--- src/rtl/ecg_player_pkg.sv ---
// rtl/ecg_player_pkg.sv - shared state type and default constants for the ECG sample player
package ecg_player_pkg;

    typedef enum logic [2:0] {
        IDLE,
        WAIT_TICK,
        READ,
        HOLD,
        DONE
    } ecg_player_state_t;

    localparam int ECG_SAMPLE_RATE_HZ  = 360;
    localparam int ECG_DEFAULT_LENGTH  = 21600;
    localparam int ECG_DEFAULT_CLK_DIV = 277778;

    function automatic logic is_busy(input ecg_player_state_t s);
        return !(s == IDLE || s == DONE);
    endfunction

endpackage

--- src/rtl/ecg_rate_divider.sv ---
// rtl/ecg_rate_divider.sv - free-running sample-period divider with a one-cycle terminal-count tick
module ecg_rate_divider #(
    parameter int CLK_DIV = 277778
) (
    input  logic clk,
    input  logic rst,
    input  logic clr,
    input  logic en,
    output logic tick
);

    localparam int            CW   = $clog2(CLK_DIV);
    localparam logic [CW-1:0] TERM = CW'(CLK_DIV - 1);

    logic [CW-1:0] cnt_q, cnt_d;

    always_comb begin
        cnt_d = cnt_q;
        if (clr) begin
            cnt_d = '0;
        end else if (en) begin
            cnt_d = (cnt_q == TERM) ? '0 : cnt_q + 1'b1;
        end
    end

    always_ff @(posedge clk or posedge rst) begin
        if (rst) begin
            cnt_q <= '0;
        end else begin
            cnt_q <= cnt_d;
        end
    end

    assign tick = en && !clr && (cnt_q == TERM);

endmodule

--- src/rtl/ecg_sample_player.sv ---
// rtl/ecg_sample_player.sv - paced playback of a recorded ECG from memory to a ready/valid consumer
// Define ECG_PLAYER_OVERRUN_CNT_EN to add the overrun_cnt output (ticks lost while a sample was pending).
module ecg_sample_player
    import ecg_player_pkg::*;
#(
    parameter int LENGTH     = ECG_DEFAULT_LENGTH,
    parameter int DATA_WIDTH = 11,
    parameter int ADDR_WIDTH = $clog2(LENGTH),
    parameter int CLK_DIV    = ECG_DEFAULT_CLK_DIV
) (
    input  logic                  clk,
    input  logic                  rst,
    input  logic                  start,
    input  logic                  stop,
    input  logic                  loop_en,
    output logic                  mem_rd_en,
    output logic [ADDR_WIDTH-1:0] mem_addr,
    input  logic [DATA_WIDTH-1:0] mem_rdata,
    output logic [DATA_WIDTH-1:0] sample_data,
    output logic                  sample_valid,
    input  logic                  sample_ready,
    output logic [ADDR_WIDTH-1:0] sample_idx,
    output logic                  busy,
    output logic                  done
`ifdef ECG_PLAYER_OVERRUN_CNT_EN
    ,
    output logic [15:0]           overrun_cnt
`endif
);

    localparam logic [ADDR_WIDTH-1:0] LAST_IDX = ADDR_WIDTH'(LENGTH - 1);

    ecg_player_state_t     state_q, state_d;
    logic [ADDR_WIDTH-1:0] idx_q, idx_d;
    logic [DATA_WIDTH-1:0] data_q, data_d;
    logic                  fresh_q, fresh_d;
    logic                  busy_w, tick, start_acc;

    assign busy_w    = is_busy(state_q);
    assign start_acc = !busy_w && start && !stop;

    ecg_rate_divider #(.CLK_DIV(CLK_DIV)) u_rate_div (
        .clk  (clk),
        .rst  (rst),
        .clr  (!busy_w),
        .en   (busy_w),
        .tick (tick)
    );

    always_comb begin
        state_d = state_q;
        idx_d   = idx_q;
        data_d  = data_q;
        case (state_q)
            IDLE, DONE: begin
                if (start_acc) begin
                    state_d = WAIT_TICK;
                    idx_d   = '0;
                end
            end
            WAIT_TICK: if (tick) state_d = READ;
            READ:      state_d = HOLD;
            HOLD: begin
                if (sample_ready) begin
                    if (idx_q != LAST_IDX) begin
                        idx_d   = idx_q + 1'b1;
                        state_d = WAIT_TICK;
                    end else if (loop_en) begin
                        idx_d   = '0;
                        state_d = WAIT_TICK;
                    end else begin
                        state_d = DONE;
                    end
                end
            end
            default: state_d = IDLE;
        endcase
        if (busy_w && stop) begin
            state_d = IDLE;
            idx_d   = '0;
        end
        // Memory data lands in the first HOLD cycle; it is bypassed out then and latched for the rest of HOLD.
        if (fresh_q) data_d = mem_rdata;
        fresh_d = (state_q == READ) && (state_d == HOLD);
    end

    always_ff @(posedge clk or posedge rst) begin
        if (rst) begin
            state_q <= IDLE;
            idx_q   <= '0;
            data_q  <= '0;
            fresh_q <= 1'b0;
        end else begin
            state_q <= state_d;
            idx_q   <= idx_d;
            data_q  <= data_d;
            fresh_q <= fresh_d;
        end
    end

    assign mem_rd_en    = (state_q == READ);
    assign mem_addr     = mem_rd_en ? idx_q : '0;
    assign sample_valid = (state_q == HOLD);
    assign sample_data  = fresh_q ? mem_rdata : data_q;
    assign sample_idx   = idx_q;
    assign busy         = busy_w;
    assign done         = (state_q == DONE);

`ifdef ECG_PLAYER_OVERRUN_CNT_EN
    logic [15:0] ovr_q, ovr_d;

    always_comb begin
        ovr_d = ovr_q;
        if (start_acc) begin
            ovr_d = '0;
        end else if (tick && (state_q == READ || state_q == HOLD) && ovr_q != 16'hFFFF) begin
            ovr_d = ovr_q + 16'd1;
        end
    end

    always_ff @(posedge clk or posedge rst) begin
        if (rst) begin
            ovr_q <= '0;
        end else begin
            ovr_q <= ovr_d;
        end
    end

    assign overrun_cnt = ovr_q;
`endif

endmodule
--- config.mk ---
export PLATFORM = sky130hd
export DESIGN_NAME = ecg_sample_player
export DESIGN_NICKNAME = d
export VERILOG_FILES = /design/src/rtl/ecg_player_pkg.sv /design/src/rtl/ecg_rate_divider.sv /design/src/rtl/ecg_sample_player.sv
export SDC_FILE = /design/constraint.sdc
export NUM_CORES = 1
export LEC_CHECK = 0
export CAP_MARGIN = 40
export CORE_ASPECT_RATIO = 1.4
export CORE_MARGIN = 1.5
export CORE_UTILIZATION = 25
export DETAILED_ROUTE_END_ITERATION = 12
export REMOVE_ABC_BUFFERS = 1
export SETUP_SLACK_MARGIN = 0.1
export SKIP_CTS_REPAIR_TIMING = 1
export SLEW_MARGIN = 15
export SYNTH_ARGS = -nofsm -noshare
export SYNTH_HDL_FRONTEND = slang
export SYNTH_SLANG_ARGS = --single-unit
--- constraint.sdc ---
create_clock -name clk -period 2.65 [get_ports clk]
set_clock_uncertainty 0.2 [all_clocks]
set_input_delay 0.53 -clock clk [delete_from_list [all_inputs] [get_ports clk]]
set_output_delay 0.53 -clock clk [all_outputs]
set_load 0.005 [all_outputs]
# Yosys cells after proc, flatten, opt, wreduce, memory -nomap -nowiden
# Index checks and enable logic that the tools add are counted.
[op_classes]
addsub = 2
eq_ne = 10
mux = 17
n_reduce_logical = 12
[op_table]
columns = ["cell", "n"]
rows = [
  ["$mux W15", 6],
  ["$mux W19", 2],
  ["$pmux W15 S2", 1],
  ["$add A19 B1 Y19 const B", 1],
  ["$eq A19 B19 Y1 const B", 1],
  ["$mux W3", 6],
  ["$add A15 B1 Y15 const B", 1],
  ["$ne A15 B15 Y1 const B", 1],
  ["$pmux W3 S4", 1],
  ["$mux W11", 1],
  ["$eq A3 B2 Y1 const B", 3],
  ["$logic_and A1 B1 Y1", 5],
  ["$ne A4 B2 Y1 const B", 1],
  ["$reduce_and A4 Y1", 1],
  ["$eq A3 B1 Y1 const B", 1],
  ["$eq A3 B3 Y1 const B", 1],
  ["$logic_not A3 Y1", 1],
  ["$ne A3 B1 Y1 const B", 1],
  ["$ne A3 B3 Y1 const B", 1],
  ["$reduce_bool A3 Y1", 1],
  ["$logic_not A1 Y1", 2],
  ["$reduce_or A2 Y1", 1],
  ["$logic_or A1 B1 Y1", 1],
]
[totals]
register_bits = 49
in_bits = 17
out_inout_bits = 45
word_cells = 46

# Depth between registers and ports, before layout
# Gate-level depths: netlist of the first run.
[depth]
word_depth = 9
mapped_depth = 7
depth_no_buf = 6

# By module
# From an unflattened synthesis of the first run, not the netlist that was laid out.
[hier_totals]
cells_unflattened = 306
hier_area_um2 = 2864.0
[by_module_without_submodules]
columns = ["module", "n_inst", "cells_per_inst", "area_per_inst_um2", "seq_area_each_um2"]
rows = [
  ["ecg_sample_player", 1, 171, 1669.1, 750.7],
  ["ecg_rate_divider", 1, 135, 1194.9, 475.5],
]

# Worst setup path after synthesis of the first run
# No wires, ideal clock.
[synth_timing]
path_kind = "reg2reg"
startpoint = "register idx_q[5] (netlist: sample_idx[5])"
endpoint = "register idx_q[8] (netlist: sample_idx[8])"
setup_ns = 0.121
arrival_time_ns = 2.059
required_ns = 2.329
path_slack_ns = 0.270
path_stages_with_launch = 7
path_buffers = 1
synth_period_minus_slack_ns = 2.380
path_cell_list = "dfrtp_1 -> buf_2 -> or4b_4 -> or4_4 -> a21boi_4 -> nor3_1 -> o22a_1"
[synth_between]
elab_chain_cells = 5
elab_cells_between_ends = 8
cone_classes = "add/sub (1); eq/ne (2); mux (4); reduce/logical (1)"
[synth_rtl]
columns = ["element", "line", "rtl"]
rows = [
  ["from (decl)", "ecg_sample_player.sv:34", "logic [ADDR_WIDTH-1:0] idx_q, idx_d;"],
  ["from (signal assigned)", "ecg_sample_player.sv:95", "idx_q <= idx_d;"],
  ["$add A15 B1 Y15 / $ne A15 B15 Y1 (equally long branches)", "ecg_sample_player.sv:66, ecg_sample_player.sv:65", ""],
  ["$mux W15", "ecg_sample_player.sv:65", "if (idx_q != LAST_IDX) begin"],
  ["$mux W15", "ecg_sample_player.sv:64", "if (sample_ready) begin"],
  ["$pmux W15 S2", "ecg_sample_player.sv:54", "case (state_q)"],
  ["$mux W15", "ecg_sample_player.sv:78", "if (busy_w && stop) begin"],
]
# Several ways; a longest one is shown, not always the timed one. The select of a mux whose other input is x is not followed.
# A chain may end at the register's enable or synchronous reset.

# Final worst setup path of the first run
[layout_timing]
startpoint = "register state_q[2]"
endpoint = "output mem_addr[7]"
[layout_between]
elab_chain_cells = 2
[layout_rtl]
columns = ["element", "line", "rtl"]
rows = [
  ["from (decl)", "ecg_sample_player.sv:33", "ecg_player_state_t state_q, state_d;"],
  ["from (signal assigned)", "ecg_sample_player.sv:94", "state_q <= state_d;"],
  ["$eq A3 B2 Y1", "ecg_sample_player.sv:101", "assign mem_rd_en = (state_q == READ);"],
  ["$mux W15", "ecg_sample_player.sv:102", "assign mem_addr = mem_rd_en ? idx_q : '0;"],
  ["to (decl)", "ecg_sample_player.sv:17", "output logic [ADDR_WIDTH-1:0] mem_addr,"],
]
# Every way passes these cells.

==> results of run 1 <==
[final timing paths]
check                                                start                        endpoint  slack [ns]
worst max-delay path                  state_q[2]$_DFF_PP0_                     mem_addr[7]        0.15
worst min-delay path                   data_q[2]$_DFF_PP0_             data_q[2]$_DFF_PP0_        0.30
worst max register to register  sample_idx[13]$_DFFE_PP0P_      sample_idx[11]$_DFFE_PP0P_        0.18
worst min register to register         data_q[2]$_DFF_PP0_             data_q[2]$_DFF_PP0_        0.30
max in group asynchronous                              rst            state_q[1]$_DFF_PP0_        1.61
min in group asynchronous                              rst  u_rate_div.cnt_q[13]$_DFF_PP0_        0.40
[power by group through the flow]
stage | sequential [µW] | combinational, µW | clock (µW)
2_1_floorplan | 796 | 70.5 | 0
5_1_grt | 784 | 201 | 716
3_3_place_gp | 795 | 183 | 0
6_report | 782 | 182 | 665
3_5_place_dp | 796 | 183 | 0
4_1_cts | 781 | 185 | 692
[state kept, by name (all words and copies together) (netlist names)]
signal            cells
data_q               11
u_rate_div.cnt_q     19
state_q               3
sample_idx           15
fresh_q               1
[worst reg2reg max path, stage by stage (launching register included)]
cell,delay [ns]
dfrtp_2,0.47
or4b_4,0.59
or4_4,0.53
a21boi_4,0.23
buf_4,0.19
o21ai_1,0.09
o31ai_1,0.08
[final cells by class]
cell class	count	area share [%]
Clock inverter	2	0.4674
Inverter	9	0.9015
Timing Repair Buffer	85	22.30
Clock buffer	6	3.706
Sequential cell	49	32.82
Tap cell	138	4.608
Multi-Input combinational cell	203	35.19
[metrics by stage]
step	hold WS (ns)	setup slack (ns)	cells
6_report	0.2994	0.1487	492
5_1_grt	0.3090	0.04990	492
4_1_cts	0.3048	0.05127	488
3_5_place_dp	0.2865	-0.06938	480
3_3_place_gp	0.2817	-0.03693	480
2_1_floorplan	0.2744	0.09755	261
[logic make-up (layout without fill, tap and decap cells)]
family / Yosys count / in the layout / share of synthesized area (%)
AND/OR/NAND/NOR: 122 / 122 / 24.75
adder cells (fa/ha/maj): 3 / 3 / 1.434
XOR/XNOR: 18 / 18 / 6.020
AO/OA/AOI/OAI: 48 / 48 / 12.52
flip-flops: 49 / 49 / 46.82
buffers and inverters: 20 / 102 / 3.297
multiplexers: 12 / 12 / 5.160
[synthesized netlist by cell type, drive strengths merged, types with 4 or more instances]
cell	n	area share (%)
dfrtp	49	47
nor2	36	5.2
nand2	18	2.6
and2	16	3.8
o21ai	16	3.1
mux2	12	5.2
xnor2	11	3.7
nand4	10	2.4
inv	9	1.3
nand3	9	1.7
o31ai	8	2.3
clkbuf	7	1.0
xor2	7	2.3
a21oi	6	1.1
nor3	6	1.1
buf	4	1.0
[per-layer routing]
| metal | up-vias | routed length [µm] |
|---|---|---|
| met5 | - | 0 |
| met4 | 0 | 79 |
| met1 | 1170 | 2807 |
| met3 | 5 | 280 |
| met2 | 59 | 3609 |
| li1 | 1125 | - |
==> results.ini, run 1 <==
[outcome]
outcome=complete, no violations

[critical_path]
worst-setup-path-type=reg2out
cp_max_fo=7
max_stage_delay_ns=0.50
path_delay_family=buffers and inverters
crit_required_ns=1.92
crit_cells=6
reg2reg_depth=6
end_kind=primary output
cp_cell_sequence=inv_2 -> nand2_2 -> nor2_4 -> buf_6 -> and2_1 -> clkdlybuf4s50_1
crit_path_top_delay_cell=clkdlybuf4s50_1
start_kind=register
cp_num_buf_inv=3
arrival_ns=1.77

[global_routing]
grt_pass1_vias=2323
antenna_found_initial=0
use_met2_pct=23.45
grt_pass1_wl_mm=10.91
met3_usage_pct=2.121
track_usage_pct=12.61
use_met1_pct=14.00
top_usage_layer=met2
grt_max_degree=50
overflow=0

[finish]
nets=373
final-seq-area_mm2=0.001230
final_cell_mix=clkdlybuf4s50_1 (56), dfrtp_1 (46), nor2_1 (35)
design_area_mm2=0.003747
fill_cells=1055
mostFrequentLayoutCell=clkdlybuf4s50_1
insertedDiodeCount=0
multi_input_area_mm2=0.001319
drive_gt1_share_pct=16.38
utilization_pct=36.40
areaGrowthSynthToFinish_pct=43.10

[power_and_ir_drop]
total_power_uw=1630
p_seq_share_pct=48.0
comb_power_share_pct=11.2
switching_share_pct=23.21
cellPowerDensity_mw_per_mm2=434.9
ir_drop_mv=0.2293
p_sw_uw=378.3
p_int_uw=1252
p_leak_uw=0.001570
p_clk_share_pct=40.8

[drt]
wl_per_cell_um=13.77
drt_first_pass_iters=4
wirelength_mm=6.776
avgViaCountPerCell=4.795
drt_iter0_drc=99
antenna_left=0
drc_errors=0
via_count=2359

[synth]
avgSynthCellArea_um2=9.628
synth_top_flop_cell=dfrtp_1
yosys.cell_types.count=48
ys_seq_area_share_pct=46.82
async_flop_share_pct=100.0
synthesis.area_mm2=0.002619
synth_enable_flop_cells=0
ys_ff_latch=49
synthCells=272
yosys_warnings=0

[hold_path]
whs_path_depth=1
hold_class=reg2reg

[timing]
worstMarginPinSlew_ns=0.5866
setup_tns_ns=0
rsz0062_at_grt=true
setup-violations-final=0
timing.final.max_slew_violations=0
max_freq_ghz=0.3998
hold_viol=0
final.period_utilization_pct=94.39
period_minus_slack_ns=2.501
slew_headroom_pct=60.59

[floorplanning]
die_y_um=124.1
core_mm2=0.01029
die_area_mm2=0.01111
die_x_um=89.50
ios=62
num_rows=44
initial_core_util_pct=25.44

[placement]
place.gp.congestion=0.8138
placed_cell_area_mm2=0.003525
port-buffer-count=61
dp.final_hpwl_mm=4.883

[clock_network]
cts_root_buf=clkbuf_16
cts_buffers=5
htreeDepth=2
clk_latency_ns=0.29
cts_sinks=49
cts_tree=yes
clk_pin_slew_ns=0.06
cts_buffer_depth=2

[flow_run]
maxCapViolations=0

Note: power is estimated with default switching activity, not from simulation.
==> inputs of run 2 (changes only) <==
CAP_MARGIN = default   (was 40)
CORE_UTILIZATION = 50   (was 25)
PLACE_DENSITY = 0.8   (was default)
==> run 2 against run 1 <==
Power is 13% lower. Global-route usage is 9.6 points higher. Final cell count is 15% lower. First-iteration DRC count is 110% higher. Flip-flop and latch count stayed put. Core utilization is 34 points higher. Sequential power is 0.6% higher. Worst setup slack worse by 0.047 ns. Largest power group unchanged.
==> results.ini, run 2 (same netlist as run 1, synthesis figures left out) <==
[drt]
via_count=2317  ; -1.8%
drc_errors=0  ; unchanged
drt_iter0_drc=210  ; +110%
wl_met2_mm=3.484  ; -3.5%
top_layer_used=met4
wirelength_mm=6.150  ; -9.2%
wl_met1_mm=2.312  ; -18%
wl_per_cell_um=14.68  ; +6.6%
antenna_left=0  ; unchanged
avgViaCountPerCell=5.530  ; +15%
dr_wl_met3_um=255  ; -8.9%
drt_first_pass_iters=5  ; +1

[critical_path]
cp-startpoint=state_q[2]$_DFF_PP0_
crit_required_ns=1.92  ; about the same
end_kind=primary output
max_stage_delay_ns=0.50  ; about the same
arrival_ns=1.82  ; +0.05 ns
cp_cell_sequence=inv_2 -> nand2_2 -> nor2_4 -> buf_6 -> and2_1 -> clkdlybuf4s50_1
worst-setup-path-type=reg2out
cp_max_fo=6  ; -1
start_kind=register
reg2reg_from=sample_idx[13]$_DFFE_PP0P_
crit_path_top_delay_cell=clkdlybuf4s50_1

[finish]
multi_input_area_mm2=0.001319  ; unchanged
nets=372  ; -0.27%
utilization_pct=70.36  ; +34 points
largest-register=u_rate_div.cnt_q
final-seq-area_mm2=0.001231  ; +0.10%
final_cell_mix=clkdlybuf4s50_1 (48), dfrtp_1 (45), nor2_1 (35)
mostFrequentLayoutCell=clkdlybuf4s50_1
largest_reg_flops=19  ; unchanged
fill_cells=396  ; -62%
drive_gt1_share_pct=16.43  ; +0.046 points
insertedDiodeCount=0  ; unchanged
areaGrowthSynthToFinish_pct=37.55
finalNonFillerCells=419  ; -15%
design_area_mm2=0.003602  ; -3.9%

[floorplanning]
die_y_um=88.63  ; -29%
ios=62  ; unchanged
die_area_mm2=0.005687  ; -49%
die_x_um=64.17  ; -28%
core_mm2=0.005120  ; -50%
num_rows=31  ; -30%
initial_core_util_pct=51.15  ; +26 points

[timing]
rsz0062_at_grt=true
setup_tns_ns=0  ; unchanged
max_freq_ghz=0.3924  ; -1.9%
timing.final.max_slew_violations=0  ; unchanged
hold_viol=0  ; unchanged
final.period_utilization_pct=96.17  ; +1.8 points
setup-violations-final=0  ; unchanged
hold_slack_ns=0.3019  ; +0.002491 ns
worstMarginPinSlew_ns=0.5201  ; -0.06646 ns
slew_headroom_pct=65.06  ; +4.5 points
period_minus_slack_ns=2.549  ; +0.04728 ns

[clock_network]
cts_buffers=5  ; unchanged
cts_root_buf=clkbuf_8
clk_pin_slew_ns=0.09  ; +0.03 ns
clk_latency_ns=0.30  ; about the same
htreeDepth=2  ; unchanged
cts_sinks=49  ; unchanged
cts_buffer_depth=2  ; unchanged
cts_tree=yes

[global_routing]
grt_max_degree=28  ; -44%
track_usage_pct=22.23  ; +9.6 points
grt_pass1_vias=2162  ; -6.9%
antenna_found_initial=0  ; unchanged
grt_pass1_wl_mm=9.956  ; -8.7%
overflow=0  ; unchanged

[hold_path]
hold_class=reg2reg
worstHoldStart=data_q[5]$_DFF_PP0_

[placement]
port-buffer-count=61  ; unchanged
placed_cells=405  ; -16%
dp.final_hpwl_mm=4.468  ; -8.5%
place.gp.congestion=0.8872  ; +9.0%
placed_cell_area_mm2=0.003400  ; -3.5%

[power_and_ir_drop]
p_leak_uw=0.001676  ; +6.8%
ir_drop_mv=0.3950  ; +72%
p_clk_share_pct=32.7  ; -8.1 points
p_seq_share_pct=55.4  ; +7.4 points
switching_share_pct=23.67  ; +0.47 points
cellPowerDensity_mw_per_mm2=393.8  ; -9.5%
p_int_uw=1083  ; -13%
comb_power_share_pct=11.9  ; +0.7 points
p_sw_uw=335.9  ; -11%

[outcome]
outcome=complete, no violations

[flow_run]
maxCapViolations=0  ; unchanged

==> run 2: cell count changes in the layout (fill, tap and decap cells not counted) <==
cell	change
buf_12	-1
clkbuf_16	-5
clkbuf_8	+5
clkdlybuf4s50_1	-8
dfrtp_1	-1
dfrtp_2	+1
dlymetal6s2s_1	+8
ha_1	-1
ha_2	+1
or2_1	+1
or2_4	-1
==> run 2: per-layer routing <==
metal | global-route usage, % | up-vias
met5 | 0 | -
met4 | 7.737 | 0
met3 | 3.435 | 11
met2 | 43.18 | 68
met1 | 24.44 | 1109
li1 | - | 1129
==> run 2: cell type report <==
type                       count  area share [%]
timing repair buffer          84           23.20
sequential                    49           34.18
tap                           66           2.292
clock inverter                 2          0.4863
multi-input combinational    203           36.61
inverter                       9          0.9378
clock buffer                   6           2.292
==> run 2: metrics by stage <==
| step | worst slack [ns] | total power, µW |
|---|---|---|
| after floorplan | 0.09755 | 866.2 |
| after global placement | -0.05221 | 966.8 |
| after detailed placement | -0.07640 | 970.3 |
| after CTS | 0.05901 | 1438 |
| after global routing | -0.003001 | 1483 |
| final | 0.1014 | 1419 |
==> run 2: worst max-delay path: cells and delay by family, from the launching register on <==
kind / cells / cell delay [ns]
buffers and inverters: 3 / 0.72
DFF: 1 / 0.43
and+or+nand+nor: 3 / 0.36
==> run 2: power groups by stage <==
stage / Combinational, µW / Sequential [µW] / Clock (µW)
after CTS: 171 / 785 / 482
after floorplan: 70.5 / 796 / 0
after global routing: 185 / 791 / 507
final: 169 / 787 / 464
after detailed placement: 170 / 800 / 0
after global placement: 168 / 798 / 0
==> run 2: path summary, 6_finish.rpt <==
| kind | endpoint | slack [ns] | depth (start not counted) |
|---|---|---|---|
| hold / removal | data_q[5]$_DFF_PP0_ | 0.30 | 1 |
| setup reg to reg | sample_idx[2]$_DFFE_PP0P_ | 0.19 | 5 |
| max in group asynchronous | state_q[0]$_DFF_PP0_ | 1.35 | 3 |
| hold reg to reg | data_q[5]$_DFF_PP0_ | 0.30 | 1 |
| setup / recovery | mem_addr[12] | 0.10 | 6 |
| min in group asynchronous | data_q[8]$_DFF_PP0_ | 0.37 | 2 |
